## config.mk

```make
export PLATFORM = sky130hd
export DESIGN_NAME = trap_dispatch_seq
export DESIGN_NICKNAME = d
export VERILOG_FILES = /design/src/rtl/trap_dispatch_seq.sv
export SDC_FILE = /design/constraint.sdc
export NUM_CORES = 1
export LEC_CHECK = 0
export CAP_MARGIN = 20
export CORE_ASPECT_RATIO = 0.8
export CORE_MARGIN = 2
export CORE_UTILIZATION = 50
export CTS_CLUSTER_SIZE = 12
export DETAILED_ROUTE_END_ITERATION = 16
export DONT_BUFFER_PORTS = 1
export PLACE_DENSITY = 0.66
export SETUP_SLACK_MARGIN = 0.15
export SYNTH_ARGS = -nofsm -noshare
export SYNTH_HDL_FRONTEND = slang
export SYNTH_SLANG_ARGS = --single-unit
```

## constraint.sdc

```tcl
create_clock -name clk -period 2.8 [get_ports clk]
set_input_delay 0.42 -clock clk [delete_from_list [all_inputs] [get_ports clk]]
set_output_delay 0.42 -clock clk [all_outputs]
set_load 0.01 [all_outputs]
```

## src/rtl/trap_dispatch_seq.sv

```systemverilog
// trap_dispatch_seq
//   Consumer end of the CPIPE1 trap-decode outputs. When a trap flag arrives
//   with dec_valid, it holds the front end and squashes the instructions in
//   flight for SQUASH_CYCLES cycles. It then saves the faulting PC and the
//   cause, and hands the handler vector to the fetch/PC unit over a
//   valid/ready handshake. It also produces the one-shot conditional-skip
//   flag for the next instruction.
//
// Ports
//   clk, rst_n      clock (rising edge) and asynchronous active-low reset
//   dec_valid       trap/skip flags and pc are meaningful this cycle
//   pc              PC of the instruction currently in CPIPE1
//   GStrap, trapinstr, TAGtrap, pov_unflow
//                   trap requests (priority TAGtrap > pov_unflow > GStrap > trapinstr)
//   skipCONDenable  enable conditional skip; skip_cond is the condition result
//   vec_ready       fetch unit accepts the handler vector
//   trap_ret        handler return, clears in_trap
//   pipe_hold       stall the front end
//   pipe_squash     kill instructions in flight
//   epc, cause      saved PC and cause code of the trapping instruction
//   vec_valid       handler vector valid
//   vec_addr        handler vector address
//   skip_next       squash the next issued instruction
//   in_trap         handler active
module trap_dispatch_seq #(
  parameter int          SQUASH_CYCLES = 2,
  parameter logic [31:0] VEC_BASE      = 32'h0000_0100
) (
  input  logic        clk,
  input  logic        rst_n,
  input  logic        dec_valid,
  input  logic [31:0] pc,
  input  logic        GStrap,
  input  logic        trapinstr,
  input  logic        TAGtrap,
  input  logic        pov_unflow,
  input  logic        skipCONDenable,
  input  logic        skip_cond,
  input  logic        vec_ready,
  input  logic        trap_ret,
  output logic        pipe_hold,
  output logic        pipe_squash,
  output logic [31:0] epc,
  output logic [2:0]  cause,
  output logic        vec_valid,
  output logic [31:0] vec_addr,
  output logic        skip_next,
  output logic        in_trap
);

  localparam logic [1:0] IDLE   = 2'd0;
  localparam logic [1:0] SQUASH = 2'd1;
  localparam logic [1:0] SAVE   = 2'd2;
  localparam logic [1:0] VECTOR = 2'd3;

  // The counter is loaded with SQUASH_CYCLES-1 so that the SQUASH state,
  // which leaves when the counter reads zero, lasts exactly SQUASH_CYCLES cycles.
  localparam logic [3:0] SQ_LOAD = 4'(SQUASH_CYCLES - 1);

  logic [1:0] state;
  logic [3:0] sq_cnt;
  logic       req;
  logic       skip_hit;
  logic [2:0] req_cause;

  // Decode the incoming flags. Any request made while a handler is already
  // active is a double fault, and that overrides the normal priority order.
  always_comb begin
    req       = dec_valid & (TAGtrap | pov_unflow | GStrap | trapinstr);
    skip_hit  = dec_valid & skipCONDenable & skip_cond & ~req;
    req_cause = 3'd4;
    if (TAGtrap)         req_cause = 3'd1;
    else if (pov_unflow) req_cause = 3'd2;
    else if (GStrap)     req_cause = 3'd3;
    if (in_trap)         req_cause = 3'd7;
  end

  // Trap sequencer. Every output is registered, so there is no combinational
  // path from the inputs to the outputs. Requests that arrive outside IDLE
  // are dropped, because the pipe is already held and squashed. In IDLE, a
  // request beats a same-cycle trap_ret, so in_trap keeps its value.
  always_ff @(posedge clk or negedge rst_n) begin
    if (!rst_n) begin
      state       <= IDLE;
      sq_cnt      <= 4'd0;
      pipe_hold   <= 1'b0;
      pipe_squash <= 1'b0;
      epc         <= 32'd0;
      cause       <= 3'd0;
      vec_valid   <= 1'b0;
      vec_addr    <= 32'd0;
      skip_next   <= 1'b0;
      in_trap     <= 1'b0;
    end else begin
      skip_next <= 1'b0;
      case (state)
        IDLE: begin
          skip_next <= skip_hit;
          if (req) begin
            epc         <= pc;
            cause       <= req_cause;
            sq_cnt      <= SQ_LOAD;
            pipe_hold   <= 1'b1;
            pipe_squash <= 1'b1;
            state       <= SQUASH;
          end else if (trap_ret) begin
            in_trap <= 1'b0;
          end
        end
        SQUASH: begin
          if (trap_ret) in_trap <= 1'b0;
          if (sq_cnt == 4'd0) begin
            pipe_squash <= 1'b0;
            state       <= SAVE;
          end else begin
            sq_cnt <= sq_cnt - 4'd1;
          end
        end
        SAVE: begin
          vec_addr  <= VEC_BASE + {25'd0, cause, 4'b0000};
          in_trap   <= 1'b1;
          vec_valid <= 1'b1;
          state     <= VECTOR;
        end
        VECTOR: begin
          if (trap_ret) in_trap <= 1'b0;
          if (vec_valid && vec_ready) begin
            vec_valid <= 1'b0;
            pipe_hold <= 1'b0;
            state     <= IDLE;
          end
        end
        default: state <= IDLE;
      endcase
    end
  end

endmodule

```

### Yosys cells after proc, flatten, opt, wreduce, memory -nomap -nowiden

Cells that the tools add are included.

| word-level totals | value |
|---|---|
| output and inout bits | 72 |
| word-level logic and storage cells | 62 |
| register bits | 78 |

| cells by class | value |
|---|---|
| reduce and logical (&&, ||, !) cells | 13 |
| $add $sub $neg | 2 |
| bitwise operators | 8 |
| muxes and demuxes | 21 |
| equality and inequality tests | 8 |

Operators with widths:

| kind | number |
|---|---|
| two-way mux 3 bit | 4 |
| AND reduction 3 bit | 4 |
| adder 9 x 7 -> 10 bit (first input constant) | 1 |
| inequality test 2 bit (second input constant) | 5 |
| two-way mux 4 bit | 2 |
| case mux 2 bit (4 select lines) | 1 |
| case mux 4 bit (2 select lines) | 1 |
| two-way mux 1 bit | 6 |
| two-way mux 2 bit | 3 |
| case mux 1 bit (2 select lines) | 3 |
| nonzero test 2 bit | 3 |
| bitwise AND 1 bit | 4 |
| == test 2 bit (second input constant) | 2 |
| zero test 4 bit | 1 |
| AND reduction 2 bit | 2 |
| subtractor 4 x 1 -> 4 bit (second input constant) | 1 |
| bitwise OR 1 bit | 3 |
| case mux 1 bit (3 select lines) | 1 |
| == test 2 x 1 -> 1 bit (second input constant) | 1 |
| zero test 2 bit | 1 |
| OR reduction 2 bit | 1 |
| logical AND 1 bit | 1 |
| inverter 1 bit | 1 |

### Logic depth before layout (Yosys ltp)

| depth | value |
|---|---|
| word-level depth | 7 |
| depth in mapped cells | 7 |
| depth with buffers taken out | 5 |

### Worst setup path after synthesis

No wires, ideal clock.

| timing | value |
|---|---|
| path type | reg2reg |
| from | register sq_cnt[0] |
| to | register state[1] |
| cell stages (with the launch flop) | 6 |
| setup time | 0.125 ns |
| arrival | 1.683 ns |
| slack | 0.992 ns |
| buffers on the path | 0 |
| required time | 2.675 ns |
| path through | dfrtp_1 inv_1 ha_1 or3b_1 a221oi_1 mux2_2 |

| between the ends | value |
|---|---|
| word-level cells in the longest chain between the ends | 3 |

Ends and longest elaborated chain:

| element | RTL line | text |
|---|---|---|
| start, declared | 61 | `logic [3:0] sq_cnt;` |
| start signal, assigned | 116 | `sq_cnt <= sq_cnt - 4'd1;` |
| zero test 4 bit | 112 | `if (sq_cnt == 4'd0) begin` |
| inequality test 2 bit (no line) | - |  |
| AND reduction 3 bit (no line) | - |  |
| end signal, assigned | 114 | `state <= SAVE;` |
| end signal, assigned | 123 | `state <= VECTOR;` |
| end signal, assigned | 130 | `state <= IDLE;` |
| end, declared | 60 | `logic [1:0] state;` |

No other way between the ends.
A chain may end at the register's enable or synchronous reset.

### Worst setup path after layout

| timing | value |
|---|---|
| from | register state[0] |
| to | register epc[27] |

| between the ends | value |
|---|---|
| word-level cells in the longest chain between the ends | 2 |

Ends and longest elaborated chain:

| element | RTL line | text |
|---|---|---|
| start signal, assigned | 84 | `state <= IDLE;` |
| start signal, assigned | 105 | `state <= SQUASH;` |
| start signal, assigned | 114 |  |
| zero test 2 bit | 96 | `case (state)` |
| AND reduction 2 bit (no line) | - |  |
| end signal, assigned | 100 | `epc <= pc;` |
| end, declared | 43 | `output logic [31:0] epc,` |

No other way between the ends.

==> impl_metrics.env <==
export IMPL_crit_fanout=36
export IMPL_cap_violations=0
export IMPL_nFillCells=419
export IMPL_numCtsBuffers=5
export IMPL_period_minus_slack_ps=2030
export IMPL_htree_levels=2
export IMPL_cts_resized=0
export IMPL_sw_frac_of_total_pct=36.1
export IMPL_antenna_found_initial=0
export IMPL_drive_gt1_share_pct=26.3
export IMPL_synth_fa_ha_area_share_pct=2.95
export IMPL_synth_xor_area_share_pct=0
export IMPL_io_pin_count=115
export IMPL_drtPass1Iterations=4
export IMPL_slowest_delay_ps=600
export IMPL_worst_slew_pin_slew_ps=677
export IMPL_power_frac_comb_pct=34.1
export IMPL_io_buffers=0
export IMPL_synth_most_common_cell="dfrtp_1"
export IMPL_cts_root_buf="clkbuf_8"
export IMPL_dr_total_vias=1403
export IMPL_grt_overflow_total=0
export IMPL_clkSlewWorstSetupHoldPaths_ps=90
export IMPL_rsz0062_at_grt="false"
export IMPL_core_mm2=0.00495
export IMPL_cts_tree="yes"
export IMPL_powerDensity_mw_per_mm2=1170
export IMPL_endpoint_kind="flop"
export IMPL_start_util_pct=51.3
export IMPL_synth_largest_area_cell="dfrtp_1"
export IMPL_fp_dieH_um=67.8
export IMPL_max_freq_mhz=492
export IMPL_startpoint_type="flop"
export IMPL_dp_hpwl_um=3230
export IMPL_r2r_start="state[0]"
export IMPL_min_delay_start="vec_ready"
export IMPL_grt_pass1_wl_um=6620
export IMPL_clkLatencyLatePin_ps=300
export IMPL_clock_sinks=50
export IMPL_yosysSeqAreaShare_pct=49.2
export IMPL_nets=242
export IMPL_crit_buf_inv=1
export IMPL_dr_first_iter_drc_count=70
export IMPL_final_setup_tns_ps=0
export IMPL_p_sw_uw=1090
export IMPL_place_inst=246
export IMPL_status="finished, final reports clean"
export IMPL_vdd_ir_drop_max_mv=0.518
export IMPL_synth_area_leaders="dfrtp_1 (49%), mux2_4 (16%), buf_4 (8.6%), mux2_2 (4.4%), ha_1 (3.0%)"
export IMPL_synth_top_area_share_pct=49.2
export IMPL_clockPowerShare_pct=16.4
export IMPL_syn_area_mm2=0.00254
export IMPL_slew_violations=0
export IMPL_synth_edff_count=0
export IMPL_fin_cells=256
export IMPL_die_x_um=83.7
export IMPL_finalClockSkew_ps=7.87
export IMPL_crit_type="flop to flop"
export IMPL_drc=0
export IMPL_vias_per_cell=5.48
export IMPL_grt_pass1_vias=1398
export IMPL_p_leak_uw=0.00124
export IMPL_hold_violations=0
export IMPL_pwr_share_seq_pct=49.5
export IMPL_area_growth_pct=1.77
export IMPL_cts_hold_buf=2
export IMPL_relSlewSlack_pct=54.8
export IMPL_rows=23
export IMPL_die_area_mm2=0.00567
export IMPL_clk_path_buf_depth=2
export IMPL_critical_path_slowest_cell="ha_1"
export IMPL_synth_compound_area_share_pct=9.90
export IMPL_worstPathCellList="inv_1 -> ha_1 -> nand2_8 -> mux2_4"
export IMPL_setup_viol=0
export IMPL_ys_flop_type="dfrtp_1"
export IMPL_n_antenna_cell=0
export IMPL_crit_cells=4
export IMPL_ant_nets=0
export IMPL_path_delay_family="adder cells"
export IMPL_r2r_cells=4
export IMPL_cp_data_arrival_time_ps=2220
export IMPL_ff2ff_setup_slack_ps=770
export IMPL_yosysUniqueCellTypes=39
export IMPL_p_int_uw=1940
export IMPL_layout_worst_path_cycle_share_pct=72.6
export IMPL_cts_setup_buffers=0
export IMPL_yosys_area_share_simple_pct=4.68
export IMPL_yosys_warnings=0
export IMPL_wl_um=4460
export IMPL_async_reset_ff_share_pct=100
export IMPL_hp_class="primary input to flop"
export IMPL_synth_top_family_by_area="multiplexers"
export IMPL_grt_util_all_layers_pct=15.2
export IMPL_muxShareOfSynthArea_pct=20.4
export IMPL_syn_area_per_cell_um2=13.2
export IMPL_syn_inst=192
export IMPL_place_congestion=0.876
export IMPL_synth_common_cells="dfrtp_1 (50), buf_4 (29), mux2_4 (27), mux2_2 (10), inv_1 (9)"
export IMPL_ys_ff_latch=50
export IMPL_grt_max_degree=51
export IMPL_cp_startpoint="state[0]"
export IMPL_holdPathStages=1
export IMPL_required_ps=2990
export IMPL_wl_per_cell_um=17.4
final cells by class:
class	count	area [µm²]	area share, %
sequential	50	1250	48.4
timing repair buffer	3	45.0	1.74
inverter	9	33.8	1.31
clock buffer	6	72.6	2.81
tap	62	77.6	3.00
multi-input combinational	124	1070	41.3
clock inverter	2	37.5	1.45
routing by layer:
| layer | track usage [%] | vias up | wire, µm |
|---|---|---|---|
| met2 | 23.7 | 72 | 2180 |
| li1 | - | 619 | - |
| met5 | 0 | - | 0 |
| met3 | 5.38 | 10 | 372 |
| met4 | 6.25 | 0 | 68 |
| met1 | 19.5 | 702 | 1840 |
power groups by stage:
stage / combinational (µW) / clock (µW) / sequential, µW
6_report: 1030 / 496 / 1500
5_1_grt: 1140 / 541 / 1550
4_1_cts: 1040 / 510 / 1510
3_5_place_dp: 1020 / 0 / 1510
3_3_place_gp: 965 / 0 / 1500
2_1_floorplan: 959 / 0 / 1420
cells in the final DEF, fill, tap and decap left out, types with 3 or more instances in the layout:
cell and instances:
a211oi_1 3, a21oi_1 3, a31oi_1 3, clkbuf_8 5
conb_1 28, dfrtp_1 50, ha_1 6, inv_1 9
mux2_2 10, mux2_4 27, nand3_1 4, nor2_1 7
o21ai_0 6
stage by stage:
stage | instance area, µm² | total power [µW] | hold slack, ps | worst slack [ps] | util, %
CTS | 2590 | 3060 | 229 | 764 | 52.2
global placement | 2440 | 2460 | 126 | 862 | 49.3
detailed placement | 2440 | 2530 | 126 | 771 | 49.3
finish | 2590 | 3030 | 237 | 768 | 52.2
floorplan | 2640 | 2380 | 124 | 992 | -
global route | 2590 | 3220 | 220 | 612 | 52.2
cells by family (layout without fill, tap and decap cells):
group | after synthesis | count (layout)
mux | 37 | 37
compound gates | 32 | 32
flops | 50 | 50
simple gates | 21 | 21
buf+inv | 45 | 20
fa+ha+maj | 6 | 6
other cells | 1 | 28
state kept, by name, summed over array words and instances, names as in the netlist:
signal       flops
epc             32
sq_cnt           4
vec_addr         4
cause            3
state            2
in_trap          1
pipe_hold        1
pipe_squash      1
skip_next        1
vec_valid        1
final timing paths:
check / end
max in group asynchronous: skip_next
worst max register to register: epc[27]
worst min-delay path: vec_valid
min in group asynchronous: epc[17]
worst max-delay path: epc[27]
worst min register to register: vec_addr[8]
(Power assumes the default switching activity.)
